--- config.mk ---
export PLATFORM = sky130hd
export DESIGN_NAME = pmem_arbiter_flat
export DESIGN_NICKNAME = d
export VERILOG_FILES = /design/src/rtl/pmem_arbiter_if.sv /design/src/rtl/pmem_arbiter.sv /design/src/flat_wrapper.sv
export SDC_FILE = /design/constraint.sdc
export NUM_CORES = 1
export LEC_CHECK = 0
export BUFFER_PORTS_ARGS = -buffer_cell sky130_fd_sc_hd__buf_2
export CAP_MARGIN = 20
export CELL_PAD_IN_SITES_DETAIL_PLACEMENT = 2
export CELL_PAD_IN_SITES_GLOBAL_PLACEMENT = 2
export CORE_AREA = 4 4 544 546
export CTS_CLUSTER_SIZE = 40
export DETAILED_ROUTE_END_ITERATION = 16
export DIE_AREA = 0 0 548 550
export GPL_TIMING_DRIVEN = 0
export PLACE_DENSITY = 0.3
export SYNTH_ARGS = -nofsm -noshare
export SYNTH_HDL_FRONTEND = slang
export SYNTH_SLANG_ARGS = --single-unit
--- constraint.sdc ---
create_clock -name clk -period 1.71 [get_ports clk]
set_input_delay 0.0855 -clock clk [delete_from_list [all_inputs] [get_ports clk]]
set_output_delay 0.0855 -clock clk [all_outputs]
set_load 0.1 [all_outputs]
--- src/rtl/pmem_arbiter_if.sv ---
// Bus bundle between the two caches, the arbiter and the cacheline adaptor.
// slave is the arbiter's view; master is the surrounding caches and adaptor.
interface pmem_arbiter_if #(
  parameter int ADDR_W = 32,
  parameter int LINE_W = 256
);
  logic [ADDR_W-1:0] i_address;
  logic              i_read;
  logic [LINE_W-1:0] i_rdata;
  logic              i_resp;

  logic [ADDR_W-1:0] d_address;
  logic              d_read;
  logic              d_write;
  logic [LINE_W-1:0] d_wdata;
  logic [LINE_W-1:0] d_rdata;
  logic              d_resp;

  logic [ADDR_W-1:0] pmem_address;
  logic              pmem_read;
  logic              pmem_write;
  logic [LINE_W-1:0] pmem_wdata;
  logic [LINE_W-1:0] pmem_rdata;
  logic              pmem_resp;

  modport slave (
    input  i_address, i_read, d_address, d_read, d_write, d_wdata, pmem_rdata, pmem_resp,
    output i_rdata, i_resp, d_rdata, d_resp, pmem_address, pmem_read, pmem_write, pmem_wdata
  );

  modport master (
    output i_address, i_read, d_address, d_read, d_write, d_wdata, pmem_rdata, pmem_resp,
    input  i_rdata, i_resp, d_rdata, d_resp, pmem_address, pmem_read, pmem_write, pmem_wdata
  );
endinterface

--- src/rtl/pmem_arbiter.sv ---
// Round-robin arbiter granting one cacheline transaction at a time from the
// icache or dcache to the single cacheline adaptor.
module pmem_arbiter #(
  parameter int ADDR_W = 32,
  parameter int LINE_W = 256
) (
  input  logic           clk,
  input  logic           reset_n,
  pmem_arbiter_if.slave  bus
);

  typedef enum logic [1:0] {
    IDLE    = 2'd0,
    GRANT_I = 2'd1,
    GRANT_D = 2'd2
  } state_t;

  state_t            state_reg, state_next;
  logic              last_d_reg, last_d_next;   // 1 when the most recent grant went to D
  logic              dir_wr_reg, dir_wr_next;
  logic [ADDR_W-1:0] addr_reg, addr_next;
  logic [LINE_W-1:0] wdata_reg, wdata_next;
  logic              req_i, req_d, pick_d;

  always_ff @(posedge clk or negedge reset_n) begin
    if (!reset_n) begin
      state_reg  <= IDLE;
      last_d_reg <= 1'b0;
      dir_wr_reg <= 1'b0;
      addr_reg   <= '0;
      wdata_reg  <= '0;
    end else begin
      state_reg  <= state_next;
      last_d_reg <= last_d_next;
      dir_wr_reg <= dir_wr_next;
      addr_reg   <= addr_next;
      wdata_reg  <= wdata_next;
    end
  end

  always_comb begin
    state_next  = state_reg;
    last_d_next = last_d_reg;
    dir_wr_next = dir_wr_reg;
    addr_next   = addr_reg;
    wdata_next  = wdata_reg;
    req_i       = bus.i_read;
    req_d       = bus.d_read | bus.d_write;
    // On a tie, D wins only if I had the last grant.
    pick_d      = req_d && (!req_i || !last_d_reg);
    bus.pmem_read  = 1'b0;
    bus.pmem_write = 1'b0;
    bus.i_resp     = 1'b0;
    bus.d_resp     = 1'b0;

    unique case (state_reg)
      IDLE: begin
        if (req_i || req_d) begin
          state_next  = pick_d ? GRANT_D : GRANT_I;
          last_d_next = pick_d;
          dir_wr_next = pick_d & bus.d_write;
          addr_next   = pick_d ? bus.d_address : bus.i_address;
          wdata_next  = bus.d_wdata;
        end
      end
      GRANT_I: begin
        bus.pmem_read  = ~dir_wr_reg;
        bus.pmem_write = dir_wr_reg;
        bus.i_resp     = bus.pmem_resp;
        if (bus.pmem_resp) state_next = IDLE;
      end
      GRANT_D: begin
        bus.pmem_read  = ~dir_wr_reg;
        bus.pmem_write = dir_wr_reg;
        bus.d_resp     = bus.pmem_resp;
        if (bus.pmem_resp) state_next = IDLE;
      end
      default: state_next = IDLE;
    endcase
  end

  assign bus.pmem_address = addr_reg;
  assign bus.pmem_wdata   = wdata_reg;
  assign bus.i_rdata      = bus.pmem_rdata;
  assign bus.d_rdata      = bus.pmem_rdata;

`ifndef SYNTHESIS
  always @(posedge clk) begin
    if (reset_n) begin
      assert (!(bus.d_read && bus.d_write))
        else $error("d_read and d_write both high; treated as a write");
      assert (!(state_reg == IDLE && bus.pmem_resp))
        else $error("pmem_resp while idle is ignored");
    end
  end
`endif

endmodule

--- src/flat_wrapper.sv ---
// flat-port wrapper written by rule: the top's interface ports become plain ports
module pmem_arbiter_flat 
#(
  parameter int ADDR_W = 32,
  parameter int LINE_W = 256
)
  (clk, reset_n, bus_i_address, bus_i_read, bus_d_address, bus_d_read, bus_d_write, bus_d_wdata, bus_pmem_rdata, bus_pmem_resp, bus_i_rdata, bus_i_resp, bus_d_rdata, bus_d_resp, bus_pmem_address, bus_pmem_read, bus_pmem_write, bus_pmem_wdata);
  pmem_arbiter_if #(.ADDR_W(ADDR_W), .LINE_W(LINE_W)) bus_i ();
  input  logic clk;
  input  logic reset_n;
  input wire logic [$bits(bus_i.i_address)-1:0] bus_i_address;
  input wire logic [$bits(bus_i.i_read)-1:0] bus_i_read;
  input wire logic [$bits(bus_i.d_address)-1:0] bus_d_address;
  input wire logic [$bits(bus_i.d_read)-1:0] bus_d_read;
  input wire logic [$bits(bus_i.d_write)-1:0] bus_d_write;
  input wire logic [$bits(bus_i.d_wdata)-1:0] bus_d_wdata;
  input wire logic [$bits(bus_i.pmem_rdata)-1:0] bus_pmem_rdata;
  input wire logic [$bits(bus_i.pmem_resp)-1:0] bus_pmem_resp;
  output wire logic [$bits(bus_i.i_rdata)-1:0] bus_i_rdata;
  output wire logic [$bits(bus_i.i_resp)-1:0] bus_i_resp;
  output wire logic [$bits(bus_i.d_rdata)-1:0] bus_d_rdata;
  output wire logic [$bits(bus_i.d_resp)-1:0] bus_d_resp;
  output wire logic [$bits(bus_i.pmem_address)-1:0] bus_pmem_address;
  output wire logic [$bits(bus_i.pmem_read)-1:0] bus_pmem_read;
  output wire logic [$bits(bus_i.pmem_write)-1:0] bus_pmem_write;
  output wire logic [$bits(bus_i.pmem_wdata)-1:0] bus_pmem_wdata;
  assign bus_i.i_address = bus_i_address;
  assign bus_i.i_read = bus_i_read;
  assign bus_i.d_address = bus_d_address;
  assign bus_i.d_read = bus_d_read;
  assign bus_i.d_write = bus_d_write;
  assign bus_i.d_wdata = bus_d_wdata;
  assign bus_i.pmem_rdata = bus_pmem_rdata;
  assign bus_i.pmem_resp = bus_pmem_resp;
  assign bus_i_rdata = bus_i.i_rdata;
  assign bus_i_resp = bus_i.i_resp;
  assign bus_d_rdata = bus_i.d_rdata;
  assign bus_d_resp = bus_i.d_resp;
  assign bus_pmem_address = bus_i.pmem_address;
  assign bus_pmem_read = bus_i.pmem_read;
  assign bus_pmem_write = bus_i.pmem_write;
  assign bus_pmem_wdata = bus_i.pmem_wdata;
  pmem_arbiter #(.ADDR_W(ADDR_W), .LINE_W(LINE_W)) u_core (.clk(clk), .reset_n(reset_n), .bus(bus_i));
endmodule
Yosys cells after proc, flatten, opt, wreduce, memory -nomap -nowiden
Cells that the tools add are included.
Storage, ports and cells
  word-level logic and storage cells: 30
  input bits: 582
  flip-flop bits (word level): 292
  output and inout port bits: 804
Operators by class
  mux-type cells: 9
  bitwise gates (word level): 3
  equality and inequality tests: 4
  reduce and logical (&&, ||, !) cells: 9
Operators with widths (count)
  32-bit 2-to-1 mux: 1
  2-bit 2-to-1 mux: 3
  1-bit 2-to-1 mux: 4
  2-bit by 1-bit != test with 1-bit output, second input constant: 2
  2-bit case mux with 2 select lines: 1
  2-bit AND reduction: 2
  2-bit by 1-bit equality test with 1-bit output, second input constant: 1
  2-bit equality test, second input constant: 1
  1-bit logical NOT: 2
  2-bit logical NOT: 1
  1-bit logical OR: 2
  2-bit OR reduction: 1
  1-bit bitwise AND: 1
  1-bit logical AND: 1
  1-bit inverter: 1
  1-bit OR: 1

Logic depth before layout (Yosys ltp)
  depth after elaboration: 6
  mapped depth: 7
  gate-level depth less buffers: 5

Least setup slack after synthesis
Ideal clock, no wire load.
  path kind: reg2out
  from: register u_core.state_reg[1]
  to: output port bus_pmem_read
  arrival time: 2.079 ns
  data required time: 1.624 ns
  stages on the path, launching flop included: 4
  slack: -0.454 ns
  buffers on the path: 0
  cells stage by stage: dfrtp_1 inv_1 ha_1 nor2b_1
Between the ends
  word-level cells in the longest chain between the ends: 3
  elaborated cells between the ends (all ways): 4
  those cells by class: eq/ne (2); mux (1); reduce/logical (1)
Ends and longest elaborated chain
  start: declaration: RTL line pmem_arbiter.sv:18  | state_t state_reg, state_next;
  start signal: assignment: RTL line pmem_arbiter.sv:33  | state_reg <= state_next;
  2-bit by 1-bit equality test with 1-bit output or 2-bit equality test (tied branches): RTL line pmem_arbiter.sv:56  | unique case (state_reg)
  2-bit OR reduction (no source line) *
  1-bit 2-to-1 mux *
  end: declaration: RTL line flat_wrapper.sv:24  | output wire logic [$bits(bus_i.pmem_read)-1:0] bus_pmem_read;
Every way passes the cells marked *; elsewhere a longest branch is shown, timed or not.

Worst setup path in the final report
  from: register u_core.state_reg[0]
  to: register u_core.wdata_reg[102], in the netlist u_core.bus.pmem_wdata[102]
Between the ends
  word-level cells in the longest chain between the ends: 2
Ends and longest elaborated chain
  2-bit logical NOT: RTL line pmem_arbiter.sv:56
  2-bit AND reduction (no source line)
  end signal: assignment: RTL line pmem_arbiter.sv:37  | wdata_reg <= wdata_next;
  end: declaration: RTL line pmem_arbiter.sv:22  | logic [LINE_W-1:0] wdata_reg, wdata_next;
Every way passes these cells.
A chain may end at the register's enable or synchronous reset.

==> impl_metrics.py <==
metrics = {
    "timing": {
        "finalHoldViolCount": 0,
        "maxSlewHeadroom_pct": 54.8,
        "finalCritPeriodShare_pct": 112,
        "finalWorstSetupSlack_ps": -212,
        "grt_setup_unrepaired": "true",
        "tightest_slew_ps": 679,
        "drv_slew": 0,
        "setup-violations-final": 204,
        "timing.hold.ws_ps": 164,
        "finClkSkew_ps": 28.9,
        "min_period_ps": 1920,
        "max_freq_ghz": 0.520,
    },
    "flow_run": {
        "maxCapViolCount": 0,
    },
    "setup_path": {
        "worstPathMaxFanout": 6,
        "path_cells": "inv_2, ha_4, o31ai_4, clkbuf_16, buf_12, buf_16, clkbuf_16, mux2_4",
        "cp-end-kind": "register",
        "critPathKind": "reg -> reg",
        "cp.arrival_ps": 2480,
        "worstPathRequired_ps": 2270,
        "cp_slowest_cell": "dfrtp_1",
        "cpMostUsedCell": "clkbuf_16",
        "cp_slowest_stage_delay_ps": 380,
        "worstSetupStartpointType": "register",
    },
    "placement": {
        "gp_congestion": 0.792,
        "place_hpwl_um": 133000,
        "io_buffers": 1129,
    },
    "detailed_routing": {
        "viasPerCell": 2.23,
        "via_count": 15000,
        "dr.pass1.iters": 4,
        "drtAntennaViolNets": 0,
        "wl_per_cell_um": 22.6,
        "drt_wl_total_um": 151000,
        "drt_iter0_markers": 328,
        "drc": 0,
    },
    "logic_synthesis": {
        "synth_async_sr_flop_share_pct": 100,
        "yosys.cell_types.count": 22,
        "synth_edf_count": 0,
        "synth_most_common_cell": "buf_4",
        "synth.area.top_cells": "dfrtp_1 (49%), buf_4 (27%), mux2_1 (15%), mux2_2 (4.2%), mux2i_1 (2.1%)",
        "synth_cells": 1219,
        "synthFlopType": "dfrtp_1",
        "syn_nets": 1804,
        "ys_warn_count": 0,
        "yosysSeqAreaShare_pct": 48.5,
        "syn_area_sq_mm": 0.0151,
        "synth_top_area_cell": "dfrtp_1",
        "ys_top_cells_by_count": "buf_4 (535), dfrtp_1 (292), mux2_1 (200)",
        "synth_top_area_share_pct": 48.5,
        "postSynthAreaPerCell_sq_um": 12.4,
        "synth_seq_cells": 292,
    },
    "global_route": {
        "grt_pass1_wl_um": 187000,
        "grt_max_degree": 89,
        "antenna_found_initial": 63,
        "grt.total_usage_pct": 9.55,
        "grt_pass1_vias": 17000,
        "grt.overflow.total": 0,
    },
    "die": {
        "die_x_um": 548,
        "rows": 198,
        "die_h_um": 550,
        "die-area_sq_mm": 0.301,
        "ios": 1386,
        "start_util_pct": 5.18,
        "core_sq_mm": 0.291,
    },
    "cells_and_area": {
        "area_growth_pct": 117,
        "drive_gt1_share_pct": 72.0,
        "fin_nets": 3340,
        "largest_reg_flops": 256,
    },
    "clock_tree": {
        "h-tree-depth": 2,
        "clock_sinks": 292,
        "clk-insertion-delay-late_ps": 690,
        "cts_buffers": 50,
        "cts_tree": "yes",
        "clockBufferDepth": 3,
        "cts.clk_slew.worst_paths_ps": 60,
        "cts-root-buf": "clkbuf_16",
    },
    "power_and_ir_drop": {
        "p_leak_nw": 15.3,
        "vdd_ir_drop_max_mv": 0.884,
        "finalPower_mw": 79.6,
        "p_per_area_mw_per_mm2": 2440,
    },
    "hold_path": {
        "hold_path_class": "in -> reg",
    },
    "outcome": {
        "violations": "negative setup slack",
        "outcome": "finished, violations left",
    },
}
final timing paths:
| kind | startpoint | end | slack [ps] | depth (start not counted) |
|---|---|---|---|---|
| min reg2reg | u_core.bus.pmem_address[13]$_DFFE_PN0P_ | u_core.bus.pmem_address[13]$_DFFE_PN0P_ | 480 | 2 |
| max in group asynchronous | reset_n | u_core.bus.pmem_wdata[198]$_DFFE_PN0P_ | 90 | 4 |
| max reg2reg | u_core.state_reg[0]$_DFFE_PN0P_ | u_core.bus.pmem_wdata[102]$_DFFE_PN0P_ | -210 | 8 |
| min in group asynchronous | reset_n | u_core.bus.pmem_wdata[221]$_DFFE_PN0P_ | 560 | 3 |
| max | u_core.state_reg[0]$_DFFE_PN0P_ | u_core.bus.pmem_wdata[102]$_DFFE_PN0P_ | -210 | 8 |
| min | bus_d_wdata[32] | u_core.bus.pmem_wdata[32]$_DFFE_PN0P_ | 160 | 3 |
cell type report:
type | count | area [sq um]
clock buffers | 74 | 1470
diodes | 16 | 40.0
flip-flops and latches | 292 | 7310
inverters | 3 | 11.3
well taps | 3900 | 4880
repair buffers | 1486 | 10000
plain buffers | 549 | 4420
fillers | 34000 | 258000
multi-input cells | 373 | 4300
clock inverters | 20 | 213
layout by cell type (no fill, tap or decap), types with 11 or more instances in the layout:
| master | n |
|---|---|
| buf_2 | 947 |
| buf_4 | 694 |
| dlygate4sd3_1 | 326 |
| dfrtp_1 | 290 |
| mux2_4 | 154 |
| clkbuf_16 | 59 |
| mux2_2 | 56 |
| mux2_1 | 46 |
| nand2_1 | 34 |
| mux2i_1 | 30 |
| o21ai_0 | 29 |
| buf_12 | 24 |
| diode_2 | 16 |
| buf_6 | 16 |
| clkbuf_1 | 12 |
| clkbuf_8 | 11 |
layer usage:
metal  global-route usage [%]  share of wire (%)  routed length [um]  vias up
met5                        0               0.17                 250        -
met4                     2.34                2.0                3060       38
met3                     7.59                 18               27100      157
met2                     15.6                 46               70400      933
met1                     9.36                 33               50600     7214
li1                         -                  -                   -     6637
cell families (layout without fill, tap and decap cells):
kind of cell / Yosys count / after routing / share of synthesized area [%]
adders and majority gates: 3 / 3 / 0.249
other: 0 / 16 / 0
muxes: 288 / 288 / 21.3
AOI/OAI and AO/OA: 39 / 39 / 1.51
DFF: 292 / 292 / 48.5
and+or+nand+nor: 43 / 43 / 1.22
buffers and inverters: 554 / 2132 / 27.2
repair_timing:
item,4_1_cts,5_1_grt
pin swaps,1,1
gates resized for setup,400,83
setup buffers,15,4
hold buffers,326,0
endpoints found under the hold margin,563,0
gates cloned,4,6
endpoints found under the setup margin,472,257
per-stage QoR:
stage	cells	utilization [%]	cell area [sq um]	TNS (ps)	worst slack, ps
after global placement	6248	8.81	25600	-2396890	-7530
after global routing	6706	11.2	32600	-48180	-286
after floorplan	1219	-	15100	0	58.9
after CTS	6692	11.1	32200	-32910	-234
final	6713	11.2	32700	-29760	-212
after detailed placement	6254	8.86	25700	-150640	-761
critical path, delay by kind of cell (launching register included):
kind            cells  cell delay [ps]
fa+ha+maj           1              170
mux                 1              290
buf+inv             5              810
compound gates      1               80
flops               1              380
report_power, final:
part	total, mW	leakage, nW	internal [mW]	switching (mW)
Clock	10.8	0.826	6.40	4.42
Combinational	56.1	11.1	12.8	43.3
Sequential	12.7	3.42	10.5	2.24
Total	79.6	15.3	29.7	50.0
No activity file was read; power rests on OpenSTA's default activity.
